==> src/rtl/shift_arb.sv <==
// shift_arb: round-robin arbiter and two-stage sequencer. Two requesters share one
// shift unit. A granted request is captured in an issue register. The shift is then
// computed and pushed into a 2-entry result FIFO that has its own valid/ready handshake.
//
// Ports:
//   clk, rst                       clock, synchronous active-high reset
//   reqN_valid / reqN_ready        request handshake for requester N (0, 1)
//   reqN_op                        00 lsl, 01 lsr, 10 asl, 11 asr
//   reqN_signed                    sign fill for op 11 only
//   reqN_a, reqN_amt               operand and unsigned shift amount
//   res_valid / res_ready          result handshake, head of FIFO
//   res_id, res_y                  issuing requester and shifted result
module shift_arb #(
    parameter int unsigned W  = 8,
    parameter int unsigned SW = 4
) (
    input  logic          clk,
    input  logic          rst,
    input  logic          req0_valid,
    output logic          req0_ready,
    input  logic [1:0]    req0_op,
    input  logic          req0_signed,
    input  logic [W-1:0]  req0_a,
    input  logic [SW-1:0] req0_amt,
    input  logic          req1_valid,
    output logic          req1_ready,
    input  logic [1:0]    req1_op,
    input  logic          req1_signed,
    input  logic [W-1:0]  req1_a,
    input  logic [SW-1:0] req1_amt,
    output logic          res_valid,
    input  logic          res_ready,
    output logic          res_id,
    output logic [W-1:0]  res_y
);

    logic          last_grant;
    logic          iss_valid;
    logic          iss_id;
    logic [1:0]    iss_op;
    logic          iss_signed;
    logic [W-1:0]  iss_a;
    logic [SW-1:0] iss_amt;

    logic [W:0]    fifo_mem [2];
    logic          wr_ptr;
    logic          rd_ptr;
    logic [1:0]    count;

    logic          pop;
    logic          push;
    logic [2:0]    occ;
    logic          space;
    logic          grant0;
    logic          grant1;
    logic          acc0;
    logic          acc1;
    logic          accept;
    logic [W-1:0]  shift_y;

    function automatic logic [W-1:0] do_shift(
        input logic [1:0]    op,
        input logic          sgn,
        input logic [W-1:0]  a,
        input logic [SW-1:0] amt
    );
        logic fill;
        logic [W-1:0] y;
        fill = (op == 2'b11) & sgn & a[W-1];
        if (32'(amt) >= W) begin
            y = {W{fill}};
        end else if (!op[0]) begin
            y = a << amt;
        end else begin
            // Logical right shift, then OR the sign into the vacated upper bits.
            y = (a >> amt) | (~({W{1'b1}} >> amt) & {W{fill}});
        end
        return y;
    endfunction

    assign res_valid = (count != 2'd0);
    assign res_id    = fifo_mem[rd_ptr][W];
    assign res_y     = fifo_mem[rd_ptr][W-1:0];

    assign pop   = res_valid & res_ready;
    assign push  = iss_valid;
    // Results owed downstream: queued plus in flight. The pop credit makes res_ready
    // combinationally visible on the readies, which gives full throughput.
    assign occ   = {1'b0, count} + {2'b00, iss_valid};
    assign space = (occ - {2'b00, pop}) < 3'd2;

    assign grant0 = req0_valid & (~req1_valid | last_grant);
    assign grant1 = req1_valid & (~req0_valid | ~last_grant);

    assign req0_ready = ~rst & grant0 & space;
    assign req1_ready = ~rst & grant1 & space;

    assign acc0   = req0_valid & req0_ready;
    assign acc1   = req1_valid & req1_ready;
    assign accept = acc0 | acc1;

    assign shift_y = do_shift(iss_op, iss_signed, iss_a, iss_amt);

    always_ff @(posedge clk) begin
        if (rst) begin
            iss_valid   <= 1'b0;
            last_grant  <= 1'b1;
            count       <= 2'd0;
            wr_ptr      <= 1'b0;
            rd_ptr      <= 1'b0;
            fifo_mem[0] <= '0;
            fifo_mem[1] <= '0;
        end else begin
            iss_valid <= accept;
            if (accept) begin
                last_grant <= acc1;
            end
            if (push) begin
                fifo_mem[wr_ptr] <= {iss_id, shift_y};
                wr_ptr           <= ~wr_ptr;
            end
            if (pop) begin
                rd_ptr <= ~rd_ptr;
            end
            count <= count + {1'b0, push} - {1'b0, pop};
        end
    end

    // The issue payload is qualified by iss_valid, so it needs no reset.
    always_ff @(posedge clk) begin
        if (accept) begin
            iss_id     <= acc1;
            iss_op     <= acc1 ? req1_op     : req0_op;
            iss_signed <= acc1 ? req1_signed : req0_signed;
            iss_a      <= acc1 ? req1_a      : req0_a;
            iss_amt    <= acc1 ? req1_amt    : req0_amt;
        end
    end

endmodule

==> config.mk <==
export PLATFORM = sky130hd
export DESIGN_NAME = shift_arb
export DESIGN_NICKNAME = d
export VERILOG_FILES = /design/src/rtl/shift_arb.sv
export SDC_FILE = /design/constraint.sdc
export NUM_CORES = 1
export LEC_CHECK = 0
export BUFFER_PORTS_ARGS = -buffer_cell sky130_fd_sc_hd__buf_2
export CAP_MARGIN = 25
export CORE_MARGIN = 1.5
export CORE_UTILIZATION = 55
export DETAILED_ROUTE_END_ITERATION = 7
export PLACE_DENSITY_LB_ADDON = 0.2
export RECOVER_POWER = 50
export SLEW_MARGIN = 30
export SYNTH_ARGS = -nofsm -noshare
export SYNTH_HDL_FRONTEND = slang
export SYNTH_SLANG_ARGS = --single-unit
==> constraint.sdc <==
create_clock -name clk -period 3.54 [get_ports clk]
set_clock_uncertainty 0.1 [all_clocks]
set_input_delay 0.354 -clock clk [delete_from_list [all_inputs] [get_ports clk]]
set_output_delay 0.354 -clock clk [all_outputs]
set_load 0.02 [all_outputs]
==> metrics list, run 1 <==
- Result of the run: finished, final reports clean
* Synthesized cell area: roughly 2500 µm²
- Setup repair after global routing left no endpoint under its margin.
* Power share of the clock group: between 10 and 15%
- The die is just over 70 µm tall.
- Number of max-cap violations: 0
- Synthesis produced a netlist whose cell count is approximately 220.
- Worst path arrival time: approximately 2.9 ns
- Source-to-sink clock delay at the later pin of the worst-skew pair: around 0.29 ns
- Net count reported at finish: between 300 and 400
- The floorplan has 24 rows.
- Pwr per Cell Area: roughly 740 nW/µm²
* Antenna diodes: 0
* Routed WL per cell: roughly 15 µm
- After layout, the minimum clock period comes to 3.315 ns.
- Fraction of the cycle the final worst path needs: between 90% and 100%
* Critical path data required time: ~3 ns
- Based on the critical path, the design can be clocked at up to about 0.30 GHz.
- First-pass GRT wire length: 7803 µm
- Number of inserted filler cells in the final layout: approximately 350
- The tree built by TritonCTS fans out to 41 sinks.
* Antenna-violating nets left: 0
- Clock root buffer: sky130_fd_sc_hd__clkbuf_8
- Average footprint of a synthesized cell: 11.42 µm²
- Number of detailed-route iterations in the first pass: 4
- Crit path launch type: flip-flop
- Maximum number of pins on one net before global-route repair: 34
- Number of antenna violations at the first check in global routing: 0
- Placed standard-cell area: around 2800 µm²
- In this run the number of H-tree levels came out at 2.
* Max-Slew Margin vs Limit: 51.71%
- Net switching share of the total power: 39.45%
* Ys Warns: 0
- The synthesized design contains about 40 register bits.
- Combinational cells account for between 40% and 50% of the total power.
- Via count: about 1800
- In this run, CTS created clock tree buffers numbering 5.
- Least-Margin Pin Slew: 0.7243 ns
- R2r setup slk: ~0.46 ns
- Crit Path Max Fanout: 19
- Final-report setup violation count: 0
- Reported net switching power: between 0.0008 and 0.0009 W
- Post-CTS Repair Setup Buffers: 0
* Initial cell density of the core: 57.68%
* Clock transition at the registers of the reported paths: 0.08 ns
* Bufs on Longest Clock Path: 2
* Endpoint type of the worst setup path: output pin
- Register cell area after layout: ~1200 µm²
- In the final timing run, aggregate negative setup slack is 0 ns.
* Boundary Pins: 47
- Fin util: 64.57%
- Once layout is done, the placed cells without fillers occupy approximately 2900 µm².
- Number of flops mapped to enable cells by yosys: 34
- In this run the tool buffered the top-level ports with 46 buffer cells.
* Predominant post-synthesis flop cell: sky130_fd_sc_hd__edfxtp_1
- After synthesis, the share of flip-flops with an asynchronous set or reset is 0%.
- Type of the worst setup path: reg2out
- The synthesized netlist contains 45 unique library cells.
- Net Count, Synth: approximately 260
* Worst min-delay path category: in2reg
* Peak ir drop on the vdd network: between 0.4 and 0.5 mV
* Endpoints failing hold: 0
* Post-synthesis sequential area ratio: between 40% and 50%
- The post-route netlist has a little under 30% of its cells at a drive strength greater than 1.
* DP HPWL: 3398 µm
* Total GRT Usage: approximately a fifth
* Internal Pwr Total: ~0.0013 W
- The number of max-slew violations in the final report is 0.
- In this run the static leakage power is 1.147 nW.
- Last weighted congestion value of the routability-driven placer: 0.8597
- CTS hold repair buffers: 0
* DRC violation count after routing: 0
- Die Area: 5047 µm²
* Post-detailed-route via-to-cell ratio: between 5 and 6
- Die width: slightly above 70 µm
- The first routing iteration left 96 violations.
* Number of global-route vias before repair: 1674
- Synthesis-to-layout area growth: 11.94%
- Gates resized during post-CTS repair numbered 0.
- Part of the total power dissipated in sequential elements: 42.6%
* Post-detailed-routing wire length: between 4000 and 5000 µm
* Area of the core region: 4414 µm²
* Total area of multi-input combinational cells: about 1300 µm²
- Overall overflow remaining after global route: 0
- TritonCTS built the clock tree.
## synthesized netlist by cell type (2+ instances only)
| cell type | instances | area (µm²) |
|---|---|---|
| sky130_fd_sc_hd__nand3_1 | 6 | 30.03 |
| sky130_fd_sc_hd__and2_1 | 6 | 37.54 |
| sky130_fd_sc_hd__o221ai_1 | 2 | 17.52 |
| sky130_fd_sc_hd__a21oi_1 | 9 | 45.04 |
| sky130_fd_sc_hd__xnor2_1 | 3 | 26.28 |
| sky130_fd_sc_hd__mux4_1 | 4 | 105.1 |
| sky130_fd_sc_hd__mux2i_1 | 13 | 130.1 |
| sky130_fd_sc_hd__ha_1 | 2 | 25.02 |
| sky130_fd_sc_hd__nor2_1 | 15 | 56.30 |
| sky130_fd_sc_hd__clkbuf_1 | 3 | 11.26 |
| sky130_fd_sc_hd__nand4_1 | 2 | 12.51 |
| sky130_fd_sc_hd__a31oi_1 | 2 | 12.51 |
| sky130_fd_sc_hd__a32oi_1 | 2 | 17.52 |
| sky130_fd_sc_hd__dfxtp_1 | 7 | 140.1 |
| sky130_fd_sc_hd__o211ai_1 | 2 | 15.01 |
| sky130_fd_sc_hd__o21ai_0 | 7 | 35.03 |
| sky130_fd_sc_hd__nand2_1 | 12 | 45.04 |
| sky130_fd_sc_hd__mux2_2 | 26 | 292.8 |
| sky130_fd_sc_hd__nor2b_1 | 3 | 18.77 |
| sky130_fd_sc_hd__inv_1 | 10 | 37.54 |
| sky130_fd_sc_hd__and3_1 | 7 | 43.79 |
| sky130_fd_sc_hd__nor3_1 | 11 | 55.05 |
| sky130_fd_sc_hd__mux4_2 | 2 | 45.04 |
| sky130_fd_sc_hd__buf_4 | 2 | 15.01 |
| sky130_fd_sc_hd__a211oi_1 | 2 | 15.01 |
| sky130_fd_sc_hd__nor4_1 | 2 | 12.51 |
| sky130_fd_sc_hd__nand2b_1 | 5 | 31.28 |
| sky130_fd_sc_hd__buf_2 | 6 | 30.03 |
| sky130_fd_sc_hd__edfxtp_1 | 34 | 1021 |
## routing by layer
metal  track usage (%)  up-vias  share of wire [%]
li1                  -      921                  -
met1             26.85      835                 44
met2             31.57       64                 48
met3             3.846        5                6.4
met4             6.289        0                1.3
met5                 0        -                  0
## cells in the final DEF (no fill, tap or decap), types with 4 or more instances in the layout
master                     synthesis  layout
sky130_fd_sc_hd__buf_2             6      37
sky130_fd_sc_hd__edfxtp_1         34      34
sky130_fd_sc_hd__mux2_2           26      26
sky130_fd_sc_hd__nor2_1           15      15
sky130_fd_sc_hd__mux2i_1          13      13
sky130_fd_sc_hd__nand2_1          12      12
sky130_fd_sc_hd__clkbuf_1          3      12
sky130_fd_sc_hd__nor3_1           11      11
sky130_fd_sc_hd__inv_1            10      10
sky130_fd_sc_hd__a21oi_1           9       9
sky130_fd_sc_hd__and3_1            7       7
sky130_fd_sc_hd__o21ai_0           7       7
sky130_fd_sc_hd__dfxtp_1           7       7
sky130_fd_sc_hd__nand3_1           6       6
sky130_fd_sc_hd__and2_1            6       5
sky130_fd_sc_hd__nand2b_1          5       5
sky130_fd_sc_hd__clkbuf_8          0       5
sky130_fd_sc_hd__mux4_1            4       4
## power by group through the flow
| stage | clock, W | combinational [W] | sequential (W) |
|---|---|---|---|
| floorplan | 0 | 0.000849 | 0.000777 |
| global placement | 0 | 0.000868 | 0.000940 |
| detailed placement | 0 | 0.000882 | 0.000943 |
| CTS | 0.000295 | 0.000887 | 0.000933 |
| global route | 0.000319 | 0.00102 | 0.000926 |
| finish | 0.000287 | 0.000925 | 0.000899 |
## state kept, by name, summed over array words and instances (netlist names), named ones only
register	flops
wr_ptr	1
iss_id	1
iss_amt	4
iss_a	8
last_grant	1
count	2
iss_signed	1
iss_op	2
iss_valid	1
fifo_mem	18
rd_ptr	1
## worst max-delay path, cell delays in order, from the launching register on
cell and delay, ns:
sky130_fd_sc_hd__dfxtp_1 0.35, sky130_fd_sc_hd__or2_2 0.29, sky130_fd_sc_hd__and2_1 0.18, sky130_fd_sc_hd__ha_1 0.27, sky130_fd_sc_hd__inv_1 0.06, sky130_fd_sc_hd__ha_1 0.13, sky130_fd_sc_hd__inv_1 0.05, sky130_fd_sc_hd__fa_1 0.37
sky130_fd_sc_hd__xnor2_1 0.13, sky130_fd_sc_hd__and3_1 0.24, sky130_fd_sc_hd__nand3_4 0.24, sky130_fd_sc_hd__inv_1 0.11, sky130_fd_sc_hd__buf_2 0.16
## kinds of logic after synthesis
group | synth area share, %
adder cells (fa/ha/maj) | 1.769
AO/OA/AOI/OAI | 8.452
XOR/XNOR | 1.032
flip-flops | 45.60
AND/OR/NAND/NOR | 15.58
buffers and inverters | 5.061
multiplexers | 22.51
## through the flow
stage / worst slack [ns] / cells / hold slack (ns) / total power (W)
after floorplan: 0.3246 / 223 / 0.3492 / 0.001627
after global placement: 0.5507 / 308 / 0.3637 / 0.001809
after detailed placement: 0.4491 / 308 / 0.3690 / 0.001825
after CTS: 0.1848 / 316 / 0.2142 / 0.002115
after global routing: 0.01596 / 318 / 0.2208 / 0.002262
final: 0.2246 / 318 / 0.2190 / 0.002112
## worst paths after layout
check | depth (start not counted) | endpoint | from
worst min register to register | 1 | last_grant$_SDFFE_PP1P_ | last_grant$_SDFFE_PP1P_
worst max-delay path | 12 | req1_ready | count[1]$_SDFF_PP0_
worst min-delay path | 2 | count[1]$_SDFF_PP0_ | rst
worst max register to register | 12 | iss_op[1]$_DFFE_PP_ | count[1]$_SDFF_PP0_
## final cells by class
class,instances,share of cell area (%)
clock buffers,7,2.678
well taps,52,2.283
multi-input cells,157,44.07
flip-flops and latches,41,40.74
clock inverters,1,0.1756
inverters,11,1.449
repair buffers,49,8.604
Power figures use the tool's default switching activity.
==> run 2: changes to the inputs <==
--- a/config.mk
+++ b/config.mk
@@ -11,7 +11,6 @@
 export CORE_UTILIZATION = 55
 export DETAILED_ROUTE_END_ITERATION = 7
 export PLACE_DENSITY_LB_ADDON = 0.2
-export RECOVER_POWER = 50
 export SLEW_MARGIN = 30
 export SYNTH_ARGS = -nofsm -noshare
 export SYNTH_HDL_FRONTEND = slang
==> run 2 against run 1 <==
Net effect: clock-buffer cell count is the same; wire length is 0.58% lower; design area is 0.79% higher; worst hold slack better by 0.0029 ns; combinational power is 2% higher; core utilization increased by 0.51 points; sequential cell count did not move; sequential power barely moved; via count is 0.49% lower; register-to-register slack about the same; first-iteration DRC count shrank 15%.
==> metrics list, run 2 (synthesis results as in run 1) <==
- The largest registers in the layout are fifo_mem x18, iss_a x8, iss_amt x4.
- The run finished with clean final reports.
* Resized cells post-CTS: 0
* Final Total Pwr: between 0.002 and 0.0025 W
- Most common cell after layout, fill and taps aside: sky130_fd_sc_hd__buf_2
- The placed instances occupy a cell area of approximately 2800 µm².
* First-pass GRT wire length: about 7800 µm
- Post-detailed-routing wire length: between 4000 and 5000 µm
* Die Area: 5047 µm²
- In this run the most critical hold path is launched from rst.
* Number of global-route vias before repair: between 1500 and 2000
* TritonCTS sink count: just over 40
- The tool flagged a number of max-cap violations equal to 0.
* Via count: 1816
* Num rows: 24
* CTS tree: done
- Routability-driven placement finished with a final weighted congestion of 0.8597.
- In the routed design, unresolved DRC markers number 0.
- Number of detailed-route iterations in the first pass: 4
- Crit path buffers/inverters: 4
- 47 I/O pins were placed.
- Critical path data required time: 3.09 ns
- CTS hold repair buffers: 0
- Routed WL per cell: about 15 µm
- Fraction of final layout cells sized beyond drive strength 1: roughly a third
- Post-CTS Repair Setup Buffers: 0
- The H-tree was split into 2 levels.
* Clock transition at the registers of the reported paths: roughly 0.08 ns
- The critical path is of the reg2out type.
* Max FFs per register: 18
* Total GRT Usage: about a fifth
- The initial utilization of the core area, before any placement, comes to 57.68%.
* Maximum clock frequency: a little over 0.3 GHz
- Headroom to the max-slew limit came out at 61.05%.
* Overall die height: between 70 and 80 µm
- Leakage Power: roughly 1.2 nW
- Entering global routing, the biggest net connects 34 pins.
* Start of the worst register-to-register path: count[1]$_SDFF_PP0_
* Final-report setup violation count: 0
* Number of buffers inserted by port buffering: 46
- DP HPWL: between 3000 and 4000 µm
* Antenna-violating nets left: 0
- Post-detailed-route via-to-cell ratio: around 5.7
- Clock tree synthesis selected as its root buffer the cell sky130_fd_sc_hd__clkbuf_8.
- Launching element of the worst setup path: count[1]$_SDFF_PP0_
- At the later pin of the worst-skew pair, clock insertion delay measures 0.29 ns.
* Routed metal-1 wirelength: around 2000 µm
- Global routing finished with a remaining overflow of 0.
* Initial DRC Count: slightly above 80
- STA puts the critical path data arrival time at about 2.9 ns.
- Top delay family on crit path: simple AND/OR/NAND/NOR gates
* Total met3 wirelength after detailed routing: about 240 µm
- Setup repair after global routing left no endpoint under its margin.
- Across the VDD grid, the largest voltage drop is 0.4441 mV.
- TritonCTS created 5 clock buffers.
- The slowest stage of the critical path belongs to the cell sky130_fd_sc_hd__fa_1.
- Antenna diodes: 0
- In this run the horizontal extent of the chip is 71.04 µm.
* Max stage delay on crit path: between 0.3 and 0.4 ns
- Total Neg Setup Slack: 0 ns
- By instance count, the cell type seen most on the critical path is sky130_fd_sc_hd__inv_1.
* Fin crit period: ~3.3 ns
* Bufs on Longest Clock Path: 2
- Metal2 WL: 2270 µm
* Uppermost routed layer: met4
* Commonest non-fill, non-tap cells in the layout: sky130_fd_sc_hd__buf_2, sky130_fd_sc_hd__edfxtp_1, sky130_fd_sc_hd__mux2_2
- Power spread over the standard cell area amounts to 742.4 nW/µm².
- For the pin with the worst max-slew slack, the measured transition is around 0.6 ns.
* Endpoint type of the worst setup path: output pin
- After routing the design area is approximately 2900 µm².
* Hold WS: around 0.22 ns
* Net count reported at finish: between 300 and 400
- Synthesis-to-layout area growth: 12.83%
- The worst hold path belongs to the class in2reg.
- Max-slew violation total from the final report: 0
- Counting flops per register, the top entry is fifo_mem.
* Area of the core region: 4414 µm²
- The count of final hold-check violations came to 0.
- Crit Path Max Fanout: 19
- CP Cell Sequence: or2_2 -> and2_1 -> ha_1 -> inv_1 -> ha_1 -> inv_1 -> fa_1 -> xnor2_1 -> and3_1 -> nand3_4 -> inv_1 -> buf_2
* Crit path launch type: flip-flop
- Fraction of the cycle the final worst path needs: 93.58%
- The initial antenna violation count is 0.
run 2: stage by stage:
stage / setup slack (ns) / util [%] / instances
6_report: 0.2273 / 65.08 / 318
5_1_grt: 0.01596 / 65.08 / 318
4_1_cts: 0.1848 / 64.40 / 316
3_5_place_dp: 0.4491 / 62.56 / 308
3_3_place_gp: 0.5507 / 62.56 / 308
2_1_floorplan: 0.3246 / - / 223
run 2: where the power goes:
| part | internal [W] | switching, W | leakage, nW | total [W] |
|---|---|---|---|---|
| clock network | 0.000138 | 0.000151 | 0.0422 | 0.000290 |
| logic | 0.000464 | 0.000480 | 0.748 | 0.000944 |
| registers | 0.000696 | 0.000203 | 0.395 | 0.000899 |
run 2: worst paths after layout:
check                            end  slack (ns)  depth (start not counted)
max reg2reg      iss_op[1]$_DFFE_PP_        0.46                         12
min reg2reg  last_grant$_SDFFE_PP1P_        0.38                          1
min              count[1]$_SDFF_PP0_        0.22                          2
max                       req1_ready        0.23                         12
run 2: metal layers:
| metal | vias to the layer above | global-route usage, % |
|---|---|---|
| met2 | 58 | 31.57 |
| li1 | 920 | - |
| met4 | 0 | 6.289 |
| met3 | 5 | 3.846 |
| met5 | - | 0 |
| met1 | 833 | 26.85 |
run 2: final cells by class:
class / instances / area, µm²
flip-flops and latches: 41 / 1161
fillers: 344 / 1541
clock inverters: 1 / 5.005
multi-input cells: 157 / 1256
inverters: 11 / 41.29
well taps: 52 / 65.06
clock buffers: 7 / 76.32
repair buffers: 49 / 267.8
run 2: worst reg2reg max path, cell delays in order, from the launching register on:
cell,delay (ns)
sky130_fd_sc_hd__dfxtp_1,0.35
sky130_fd_sc_hd__or2_2,0.29
sky130_fd_sc_hd__and2_1,0.18
sky130_fd_sc_hd__ha_1,0.27
sky130_fd_sc_hd__inv_1,0.06
sky130_fd_sc_hd__ha_1,0.13
sky130_fd_sc_hd__inv_1,0.05
sky130_fd_sc_hd__fa_1,0.37
sky130_fd_sc_hd__xnor2_1,0.13
sky130_fd_sc_hd__and3_1,0.24
sky130_fd_sc_hd__nand3_4,0.23
sky130_fd_sc_hd__nand2_1,0.13
sky130_fd_sc_hd__buf_4,0.23
